[src/rtl/cfg_chain_loader.sv]
`timescale 1ns/1ps
// Serial configuration loader: host words arrive over valid/ready and are shifted LSB-first into the chain head.
// Bits returning from the chain tail are captured into per-word readback words.
module cfg_chain_loader #(
  parameter int CHAIN_LEN = 1024,
  parameter int WORD_W    = 32
) (
  input  logic              Config_Clock,
  input  logic              Config_Reset,
  input  logic              start,
  output logic              busy,
  output logic              done,
  input  logic [WORD_W-1:0] word_data,
  input  logic              word_valid,
  output logic              word_ready,
  output logic              ConfigOut,
  output logic              ConfigShift,
  input  logic              ConfigIn,
  output logic [WORD_W-1:0] rb_data,
  output logic              rb_valid
);

  localparam int NWORDS   = (CHAIN_LEN + WORD_W - 1) / WORD_W;
  localparam int LASTBITS = CHAIN_LEN - WORD_W * (NWORDS - 1);
  localparam int WCW      = (NWORDS > 1) ? $clog2(NWORDS) : 1;
  localparam int BCW      = $clog2(WORD_W + 1);

  typedef enum logic [1:0] {IDLE, LOAD, SHIFT, DONE} state_t;

  state_t            r_state, w_next;
  logic [WCW-1:0]    r_word_cnt;
  logic [BCW-1:0]    r_bit_cnt, r_bit_tgt;
  logic [WORD_W-1:0] r_shift, r_rb, r_rb_data;
  logic              r_rb_valid;
  logic              w_last_bit, w_last_word;
  logic [WORD_W-1:0] w_rb_next;

  assign w_last_word = (r_word_cnt == WCW'(NWORDS - 1));
  assign w_last_bit  = (r_state == SHIFT) && (r_bit_cnt == r_bit_tgt - BCW'(1));
  // Tail bit lands at its index within the word; untouched positions stay zero.
  assign w_rb_next   = r_rb | (WORD_W'(ConfigIn) << r_bit_cnt);

  always_ff @(posedge Config_Clock or negedge Config_Reset) begin
    if (!Config_Reset) r_state <= IDLE;
    else               r_state <= w_next;
  end

  always_comb begin
    w_next = r_state;
    case (r_state)
      IDLE:    if (start) w_next = LOAD;
      LOAD:    if (word_valid) w_next = SHIFT;
      SHIFT:   if (w_last_bit) w_next = w_last_word ? DONE : LOAD;
      DONE:    w_next = IDLE;
      default: w_next = IDLE;
    endcase
  end

  always_comb begin
    busy        = (r_state != IDLE);
    word_ready  = (r_state == LOAD);
    ConfigShift = (r_state == SHIFT);
    ConfigOut   = (r_state == SHIFT) && r_shift[0];
    done        = (r_state == DONE);
  end

  always_ff @(posedge Config_Clock or negedge Config_Reset) begin
    if (!Config_Reset) begin
      r_word_cnt <= '0;
      r_bit_cnt  <= '0;
      r_bit_tgt  <= '0;
      r_shift    <= '0;
      r_rb       <= '0;
      r_rb_data  <= '0;
      r_rb_valid <= 1'b0;
    end else begin
      r_rb_valid <= 1'b0;
      case (r_state)
        IDLE: begin
          if (start) begin
            r_word_cnt <= '0;
            r_bit_cnt  <= '0;
          end
        end
        LOAD: begin
          if (word_valid) begin
            r_shift   <= word_data;
            r_rb      <= '0;
            r_bit_cnt <= '0;
            r_bit_tgt <= w_last_word ? BCW'(LASTBITS) : BCW'(WORD_W);
          end
        end
        SHIFT: begin
          r_shift   <= r_shift >> 1;
          r_rb      <= w_rb_next;
          r_bit_cnt <= r_bit_cnt + BCW'(1);
          if (w_last_bit) begin
            r_rb_data  <= w_rb_next;
            r_rb_valid <= 1'b1;
            r_word_cnt <= r_word_cnt + WCW'(1);
          end
        end
        default: ;
      endcase
    end
  end

  assign rb_data  = r_rb_data;
  assign rb_valid = r_rb_valid;

endmodule

[config.mk]
export PLATFORM = sky130hd
export DESIGN_NAME = cfg_chain_loader
export DESIGN_NICKNAME = d
export VERILOG_FILES = /design/src/rtl/cfg_chain_loader.sv
export SDC_FILE = /design/constraint.sdc
export NUM_CORES = 1
export LEC_CHECK = 0
export ABC_AREA = 1
export BUFFER_PORTS_ARGS = -buffer_cell sky130_fd_sc_hd__buf_2
export CAP_MARGIN = 5
export CORE_ASPECT_RATIO = 0.6
export CORE_MARGIN = 4
export CORE_UTILIZATION = 57
export CTS_CLUSTER_DIAMETER = 200
export DETAILED_ROUTE_END_ITERATION = 16
export PLACE_DENSITY = 0.77
export SLEW_MARGIN = 20
export SYNTH_ARGS = -nofsm -noshare
export SYNTH_HDL_FRONTEND = slang
export SYNTH_SLANG_ARGS = --single-unit
[constraint.sdc]
create_clock -name Config_Clock -period 2.2 [get_ports Config_Clock]
set_clock_uncertainty 0.2 [all_clocks]
set_input_delay 0.33 -clock Config_Clock [delete_from_list [all_inputs] [get_ports Config_Clock]]
set_output_delay 0.33 -clock Config_Clock [all_outputs]
set_load 0.05 [all_outputs]
Word-level counts from Yosys, hierarchy flattened. Cells that the tools add are included.

Bits in registers: 111. Latch bits: 0. Bits in writable memories: 0. Memory bits (read-only): 0. Input bits: 37. Output and inout bits: 38. Word-level logic and storage cells: 51. Memories: 0.

$add $sub $neg: 3. Multipliers: 0. Div/mod/pow operators: 0. Order comparisons: 0. Equal/unequal tests: 8. Shift operators: 1. Mux-type cells: 17. Bitwise gates (word level): 1. Reductions and logical operators: 13.

Operators by type and width (count): $pmux W32 S2 (2); $mux W32 (2); $or A32 B32 Y32 (1); $shl A1 B6 Y32 (1); $pmux W6 S3 (1); $mux W6 (2); $mux W5 (2); $pmux W5 S2 (1); $reduce_and A3 Y1 (3); $mux W2 (4); $pmux W2 S4 (1); $add A6 B1 Y6 const B (1); $eq A6 B6 Y1 (1); $reduce_and A2 Y1 (3); $reduce_bool A2 Y1 (3); $sub A6 B1 Y6 const B (1); $add A5 B1 Y5 const B (1); $eq A5 B5 Y1 const B (1); $eq A2 B2 Y1 const B (2); $ne A2 B2 Y1 const B (2); $reduce_bool A3 Y1 (1); $eq A2 B1 Y1 const B (1); $logic_and A1 B1 Y1 (2); $logic_not A2 Y1 (1); 2 further kinds (3).

Longest topological paths before layout. Gate-level depths: netlist of the first run.

Depth after elaboration: 5. Gate-level depth with buffers: 9. Gate-level depth less buffers: 8.

Worst setup path before layout of the first run. Ideal clock, no wire load.

Kind: reg-to-output. From: reg r_state[0]. To: out ConfigOut. Arrival: 1574 ps. Data required time: 1670 ps. Setup slack: 96 ps. Stages on the path, launching flop included: 5. Path buffers: 1. Cell sequence: dfrtp_1 > nor2_4 > inv_2 > buf_1 > nor2_1.

Cells in the longest elaborated chain, start to end: 2.

Ends and longest elaborated chain: from (decl) (RTL line 30) `state_t r_state, w_next;`; from (signal assigned) (RTL line 45) `else r_state <= w_next;`; $eq A2 B2 Y1 (RTL line 63) `ConfigOut = (r_state == SHIFT) && r_shift[0];`; $logic_and A1 B1 Y1 (RTL line 63); to (decl) (RTL line 16) `output logic ConfigOut,`.

Every way passes these cells.

Worst setup path in the final report of the first run.
From: reg r_state[0]. To: out ConfigShift.

Cells in the longest elaborated chain, start to end: 1.

Ends and longest elaborated chain: $eq A2 B2 Y1 (RTL line 62) `ConfigShift = (r_state == SHIFT);`; to (decl) (RTL line 17) `output logic ConfigShift,`.

Every way passes these cells.

==> results of run 1 <==
per-layer routing:
metal | part of all wire (%) | wire, µm
met2 | 44 | 5380
met3 | 8.1 | 977
met5 | 0 | 0
met4 | 1.1 | 136
met1 | 46 | 5620
synthesized netlist by cell type, drive strengths merged:
library cell and count:
o21bai 4, o21ai 62, a21o 1, o211ai 17, buf 16, a21oi 41
nor3 3, nand2 234, dfrtp 111, nand3 26, nor3b 1, ha 3
inv 89, clkbuf 15, nand3b 1, nand4 10, nor2 23
layout make-up:
cell class / instances / area (µm²) / area share, %
sequential: 111 / 2780 / 46.2
timing repair buffer: 90 / 533 / 8.87
inverter: 89 / 337 / 5.60
clock buffer: 12 / 246 / 4.10
multi-input combinational: 426 / 1930 / 32.1
tap: 112 / 140 / 2.33
clock inverter: 4 / 45.0 / 0.750
per-stage QoR:
stage / power (mW) / setup WS [ns] / utilization [%] / instances / hold WS [ns]
3_5_place_dp: 4.25 / 0.259 / 65.7 / 827 / 0.140
5_1_grt: 6.24 / 0.0767 / 69.2 / 844 / 0.0490
3_3_place_gp: 4.18 / 0.343 / 65.7 / 827 / 0.131
2_1_floorplan: 3.83 / 0.0957 / - / 657 / -0.166
6_report: 5.85 / 0.155 / 69.2 / 844 / 0.0447
4_1_cts: 5.88 / 0.0503 / 69.1 / 844 / 0.0391
kinds of logic (layout without fill, tap and decap cells):
kind of cell / after synthesis / after routing / synth area share (%)
buffers and inverters: 120 / 195 / 9.55
AOI/OAI and AO/OA: 125 / 125 / 13.1
DFF: 111 / 111 / 53.4
and+or+nand+nor: 298 / 298 / 23.3
adders and majority gates: 3 / 3 / 0.721
placed cells by master (no fill, tap or decap), drive strengths merged:
cell type    instances
nor2                23
inv                 89
nand2              234
nor3                 3
nand3               26
a21o                 1
o21ai               62
nand3b               1
buf                 89
nor3b                1
bufinv               1
ha                   3
dfrtp              111
o211ai              17
clkinv               3
clkbuf              12
o21bai               4
dlygate4sd3          1
a21oi               41
nand4               10
report_power, final:
part | switching, mW | internal (mW)
logic | 1.23 | 0.514
registers | 0.119 | 2.37
clock network | 0.707 | 0.909
total | 2.06 | 3.80
repair_timing:
item,4_1_cts,5_1_grt
endpoints found under the setup margin,0,1
hold buffers,1,0
gates resized for setup,0,2
endpoints found under the hold margin,33,0
state kept, by name, summed over array words and instances, names as in the netlist:
register and cells:
r_bit_cnt 6, r_rb 32, r_shift 32, r_word_cnt 5, rb_data 32, r_bit_tgt 1, r_state 2, rb_valid 1
final timing paths:
path	to	slack [ns]	cells past startpoint
worst max-delay path	ConfigShift	0.16	3
worst min-delay path	r_shift[12]	0.04	3
worst max register to register	r_word_cnt[4]	0.23	8
worst min register to register	rb_data[31]	0.28	2
max in group asynchronous	rb_data[16]	0.90	3
min in group asynchronous	r_shift[22]	0.28	2
critical path: cells and delay by family, from the launching register on:
kind	cells	cell delay, ns
buffers and inverters	2	0.55
flip-flops	1	0.43
AND/OR/NAND/NOR	1	0.17
==> results.ini, run 1 <==
[floorplan]
die_w_um=131
dieHeight_um=82.0
ios=75
fp-row-count=26
core_area_mm2=0.00869
initial_core_util_pct=59.9
dieArea_mm2=0.0108

[synthesis]
synth.distinct_cells=27
syn_nets=697
synth_largest_area_cell=dfrtp_1
synth_top_area_share_pct=53.4
ys_ff_latch=111
yosys_warnings=0
ys_seq_area_share_pct=53.4
synth_area_per_cell_um2=7.92
synthCells=657
synth_area_mm2=0.00520
synth.area.top_cells=dfrtp_1 53%, nand2_1 17%, inv_1 6.1%

[global_routing]
antenna_found_initial=0
grtUsageTotal_pct=23.9
met2_usage_pct=38.2
busiest_layer=met2
grt_overflow_total=0
grt_pass1_vias=4348
grt_max_degree=70
grt_first_pass_wirelength_mm=20.5
grtUsageMet1_pct=32.3
gr-usage-met3_pct=7.10

[clocking]
tritoncts=done
numCtsBuffers=9
htreeDepth=3
clock_sinks=111
clockRootBuffer=clkbuf_16
clk_pin_slew_ns=0.07
post_cts_buffers=0
cts_buffer_depth=2
clk_latency_ns=0.35

[sta]
fin_crit_sh_pct=92.9
period_needed_ns=2.04
finalSetupTns_ns=0
finalHoldViolCount=0
relSlewSlack_pct=65.6
rsz0062_at_grt=false
worstMarginPinSlew_ns=0.516
slew_viol_final=0
fmax_mhz=489
setup_viol=0

[routing]
vias=4471
drtIter0Drc=408
via_per_inst=5.30
routed_wl_mm=12.1
dr.pass1.iters=6
wl_per_cell_um=14.4
drtAntennaViolNets=0
drc=0

[finish]
drive_gt1_share_pct=15.4
fin_area_mm2=0.00601
nNetsFinal=767
nFillCells=702
diodes=0
syn2layout_area_growth_pct=15.5

[status]
outcome=finished clean

[worst_setup_path]
cpPeakStageDelay_ns=0.43
critPathArrivalTime_ns=1.51
r2r_start=r_bit_cnt[1]
crit_slowest_cell=dfrtp_1
startpoint=r_state[0]
end_kind=output pin
required_ns=1.67
start_kind=flip-flop
path_cells=nor2_4 > buf_4 > buf_2
cp_max_fo=15
crit_type=flip-flop to output pin

[placement]
dpl-instance-area_mm2=0.00570
gp_congestion=0.940
hpwlAfterDp_mm=8.42
numPortBuffers=74

[pwr]
p_per_area_mw_per_mm2=974
peakVddDrop_mv=0.589
p_leak_nw=3.00

[min_path]
hold_class=primary input to flip-flop
worstHoldStart=word_data[12]

[run]
maxCapViolations=0

(Power assumes the default switching activity.)
==> run 2, diff against run 1 <==
--- a/config.mk
+++ b/config.mk
@@ -14,6 +14,7 @@
 export CTS_CLUSTER_DIAMETER = 200
 export DETAILED_ROUTE_END_ITERATION = 16
 export PLACE_DENSITY = 0.77
+export SETUP_SLACK_MARGIN = 0.05
 export SLEW_MARGIN = 20
 export SYNTH_ARGS = -nofsm -noshare
 export SYNTH_HDL_FRONTEND = slang
==> constraint.sdc (replaced) <==
create_clock -name Config_Clock -period 2.01 [get_ports Config_Clock]
set_clock_uncertainty 0.2 [all_clocks]
set_input_delay 0.3015 -clock Config_Clock [delete_from_list [all_inputs] [get_ports Config_Clock]]
set_output_delay 0.3015 -clock Config_Clock [all_outputs]
set_load 0.05 [all_outputs]
==> results.ini, run 2 (synthesized netlist as in run 1, its figures left out) <==
[finish]
final_common_cell=nand2_1
drive_gt1_share_pct=16.5
seq_area_mm2=0.00278
multi_input_area_mm2=0.00193
fin_area_mm2=0.00603
diodes=0
fin_cells=847
nFillCells=697
syn2layout_area_growth_pct=15.8
nNetsFinal=770
mostFrequentLayoutCells=231 x nand2_1, 110 x dfrtp_1, 84 x inv_1
fin_util_pct=69.4

[floorplan]
initial_core_util_pct=59.9
dieArea_mm2=0.0108
fp-row-count=26
core_area_mm2=0.00869
ios=75
die_w_um=131
dieHeight_um=82.0

[routing]
wl_per_cell_um=13.7
drtAntennaViolNets=0
via_per_inst=5.24
drc=0
routed_wl_mm=11.6
dr.pass1.iters=5
drtIter0Drc=459
vias=4437

[worst_setup_path]
start_kind=flip-flop
crit_type=flip-flop to output pin
critPathArrivalTime_ns=1.37
required_ns=1.51
path_cells=nor2_4 > buf_4 > buf_2
cpPeakStageDelay_ns=0.44
end_kind=output pin
cp_max_fo=4
crit_slowest_cell=dfrtp_1

[sta]
slew_viol_final=0
setup_viol=0
worstMarginPinSlew_ns=0.455
whs_ns=0.00908
fin_crit_sh_pct=93.1
period_needed_ns=1.87
relSlewSlack_pct=69.7
finalSetupTns_ns=0
setup_ws_ns=0.139
fmax_mhz=534
rsz0062_at_grt=false
finalHoldViolCount=0

[pwr]
p_leak_nw=3.00
seqPwrFrac_pct=43.4
finalPower_mw=6.31
p_per_area_mw_per_mm2=1050
pwr-share-comb_pct=30.2
power_frac_clock_pct=26.4
p_sw_mw=2.26
swShare_pct=35.8
intPower_mw=4.06
peakVddDrop_mv=0.616

[placement]
placed_cells=828
hpwlAfterDp_mm=8.18
dpl_worst_slack_ns=0.181
dpl-instance-area_mm2=0.00571
numPortBuffers=74
gp_congestion=0.873

[clocking]
clockRootBuffer=clkbuf_16
clk_latency_ns=0.35
cts_buffer_depth=2
numCtsBuffers=9
clk_pin_slew_ns=0.07
htreeDepth=3
tritoncts=done
clock_sinks=111

[global_routing]
grt_first_pass_wirelength_mm=19.9
grt_pass1_vias=4181
antenna_found_initial=0
grt_overflow_total=0
grt_max_degree=70
grtUsageTotal_pct=23.2

[status]
outcome=finished clean

[min_path]
hold_class=primary input to flip-flop

[run]
maxCapViolations=0

## run 2: power groups by stage
stage	logic, mW	clock network (mW)	registers [mW]
after CTS	1.89	1.69	2.73
after global routing	2.17	1.79	2.78
after detailed placement	1.87	0	2.78
final	1.91	1.67	2.74
after global placement	1.81	0	2.76
after floorplan	1.45	0	2.74
## run 2: worst paths after layout
path / start / end / slack [ns] / cells after the start
min: word_data[31] / r_shift[31] / 0.009 / 3
min in group asynchronous: Config_Reset / r_shift[22] / 0.23 / 2
max reg2reg: r_bit_cnt[2] / rb_data[5] / 0.17 / 6
max: r_state[0] / ConfigShift / 0.14 / 3
max in group asynchronous: Config_Reset / r_rb[13] / 0.79 / 3
min reg2reg: rb_data[15] / rb_data[15] / 0.28 / 2
## run 2: routing by layer
metal / vias up / wire length [µm] / global-route usage, %
met4: 0 / 136 / 5.97
met3: 13 / 655 / 6.24
met5: - / 0 / 0
li1: 2228 / - / -
met2: 137 / 4920 / 34.8
met1: 2059 / 5930 / 33.8
## run 2: final cells by class
cell class	instances	share of cell area, %
inverters	89	5.61
flip-flops and latches	111	46.1
multi-input cells	426	32.1
well taps	112	2.33
repair buffers	93	9.26
clock inverters	5	0.561
clock buffers	11	4.03
## run 2: repair_timing
item / CTS / global route
buffers inserted: 0 / 2
setup endpoints to repair: 1 / 7
gates resized for setup: 1 / 3
pin swaps: 1 / 1
hold endpoints to repair: 32 / 0
hold buffers: 1 / 0
cloned: 0 / 0
## run 2: critical path, delay by kind of cell, from the launching register on
kind / cells / cell delay [ns]
buffers and inverters: 2 / 0.41
flip-flops: 1 / 0.44
AND/OR/NAND/NOR: 1 / 0.17
==> run 3, diff against run 2 <==
--- a/config.mk
+++ b/config.mk
@@ -5,7 +5,7 @@
 export SDC_FILE = /design/constraint.sdc
 export NUM_CORES = 1
 export LEC_CHECK = 0
-export ABC_AREA = 1
+export ABC_AREA = 0
 export BUFFER_PORTS_ARGS = -buffer_cell sky130_fd_sc_hd__buf_2
 export CAP_MARGIN = 5
 export CORE_ASPECT_RATIO = 0.6
==> results.ini, run 3 <==
[worst_setup_path]
cpPeakStageDelay_ns=0.41
required_ns=2.09
cp_max_fo=7
end_kind=flip-flop
crit_slowest_cell=nor3_2
critPathArrivalTime_ns=1.97
crit_type=flip-flop to flip-flop
start_kind=flip-flop
path_cells=nand2b_2 > inv_2 > buf_4 > nand2_1 > nor3_2 > a22o_1
reg2reg_slack_ns=0.13

[pwr]
peakVddDrop_mv=0.786
finalPower_mw=6.54
p_per_area_mw_per_mm2=1100
p_leak_nw=2.71

[finish]
syn2layout_area_growth_pct=18.5
fin_cells=658
drive_gt1_share_pct=25.6
diodes=0
final_common_cell=dfrtp_1
nNetsFinal=581
mostFrequentLayoutCells=110 x dfrtp_1, 70 x buf_2, 67 x a21oi_1

[run]
maxCapViolations=0

[synthesis]
synth_most_common_cell=dfrtp_1
synth_area_per_cell_um2=10.8
syn_nets=502
ys_ff_latch=111
synth_area_mm2=0.00501
synth.distinct_cells=45
synthCells=462
synth_largest_area_cell=dfrtp_1
yosys_warnings=0
ys_seq_area_share_pct=55.5
async_flop_share_pct=100
synth_top_area_share_pct=55.5
ys.flop_type=dfrtp_1
synth.area.top_cells=dfrtp_1 55%, a21oi_1 6.7%, mux2i_1 6.2%
synth_common_cells=111 x dfrtp_1, 67 x a21oi_1, 46 x nand2_1, 37 x nor2_1, 34 x o21ai_0
synth_edf_count=0

[clocking]
clk_latency_ns=0.35
numCtsBuffers=9
htreeDepth=3
clockRootBuffer=clkbuf_16
clock_sinks=111
clk_pin_slew_ns=0.07
tritoncts=done
cts_buffer_depth=2

[placement]
numPortBuffers=74
hpwlAfterDp_mm=7.25
placed_cells=640
gp_congestion=0.796
dpl_worst_slack_ns=0.135

[floorplan]
fp-row-count=26
dieHeight_um=80.6
core_area_mm2=0.00852
initial_core_util_pct=58.8
die_w_um=129
ios=75
dieArea_mm2=0.0104

[global_routing]
grt_pass1_vias=3584
grt_max_degree=68
grt_overflow_total=0
antenna_found_initial=0
grt_first_pass_wirelength_mm=17.6
grtUsageTotal_pct=21.5

[routing]
via_per_inst=5.70
drtIter0Drc=257
vias=3752
drc=0
routed_wl_mm=10.7
drtAntennaViolNets=0
dr.pass1.iters=5
wl_per_cell_um=16.2

[sta]
finalSetupTns_ns=0
worstMarginPinSlew_ns=0.596
relSlewSlack_pct=60.0
setup_ws_ns=0.127
setup_viol=0
period_needed_ns=1.88
rsz0062_at_grt=true
whs_ns=0.00836
finalHoldViolCount=0
fin_crit_sh_pct=93.7
slew_viol_final=0
fmax_mhz=531

[min_path]
hold_class=primary input to flip-flop

[status]
outcome=finished clean

-- run 3: changes by cell type after synthesis, sizes merged, moves of 8 or more --
cell    change
nand3      -20
o211ai     -14
inv        -85
a21oi      +26
a22o       +29
mux2i      +31
o21ai      -28
buf         +8
nand2     -187
nor2       +14
nand4       -8
-- run 3: worst paths after layout --
check / cells past startpoint / to / from
setup / recovery: 6 / r_rb[14] / r_state[0]
hold / removal: 3 / r_shift[31] / word_data[31]
setup reg to reg: 6 / r_rb[14] / r_state[0]
hold reg to reg: 2 / r_shift[23] / r_shift[24]
max in group asynchronous: 3 / r_bit_cnt[2] / Config_Reset
min in group asynchronous: 2 / r_shift[20] / Config_Reset
-- run 3: critical path, delay by kind of cell (launching register included) --
family | cells | cell delay (ns)
compound gates | 1 | 0.23
buf+inv | 2 | 0.25
flops | 1 | 0.38
simple gates | 3 | 0.76
-- run 3: timing repair --
action                     4_1_cts  5_1_grt
hold endpoints to repair        32        0
setup endpoints to repair        2       29
hold buffers                     1        0
resized for setup                3        9
setup buffers                    1        0
-- run 3: per-layer routing --
layer / vias to the layer above / track usage (%) / routed length [µm] / share of wire (%)
li1: 1806 / - / - / -
met1: 1840 / 31.1 / 5130 / 48
met3: 13 / 5.12 / 514 / 4.8
met5: - / 0 / 0 / 0
met4: 0 / 6.92 / 140 / 1.3
met2: 93 / 31.9 / 4880 / 46
-- run 3: final cells by class --
class | instances | area, µm²
timing repair buffer | 102 | 654
clock buffer | 11 | 243
sequential | 111 | 2780
tap | 112 | 140
multi-input combinational | 313 | 2040
clock inverter | 5 | 65.1
inverter | 4 | 15.0
fill | 644 | 2590
-- run 3: cell families after synthesis --
kind of cell	Yosys count	share of synthesized area, %
AO/OA/AOI/OAI	147	18.4
AND/OR/NAND/NOR	128	14.3
flip-flops	111	55.5
buffers and inverters	38	4.22
multiplexers	31	6.20
XOR/XNOR	4	0.699
adder cells (fa/ha/maj)	3	0.750
-- run 3: stage by stage --
step,cell area (µm²),util (%)
finish,5940,69.6
global route,5940,69.6
CTS,5910,69.3
detailed placement,5580,65.4
global placement,5580,65.4
floorplan,5010,-
-- run 3: power by group --
group          switching (mW)  total (mW)  internal (mW)
clock network           0.816        1.83           1.01
registers               0.226        2.85           2.62
logic                    1.14        1.87          0.729
total                    2.18        6.54           4.36
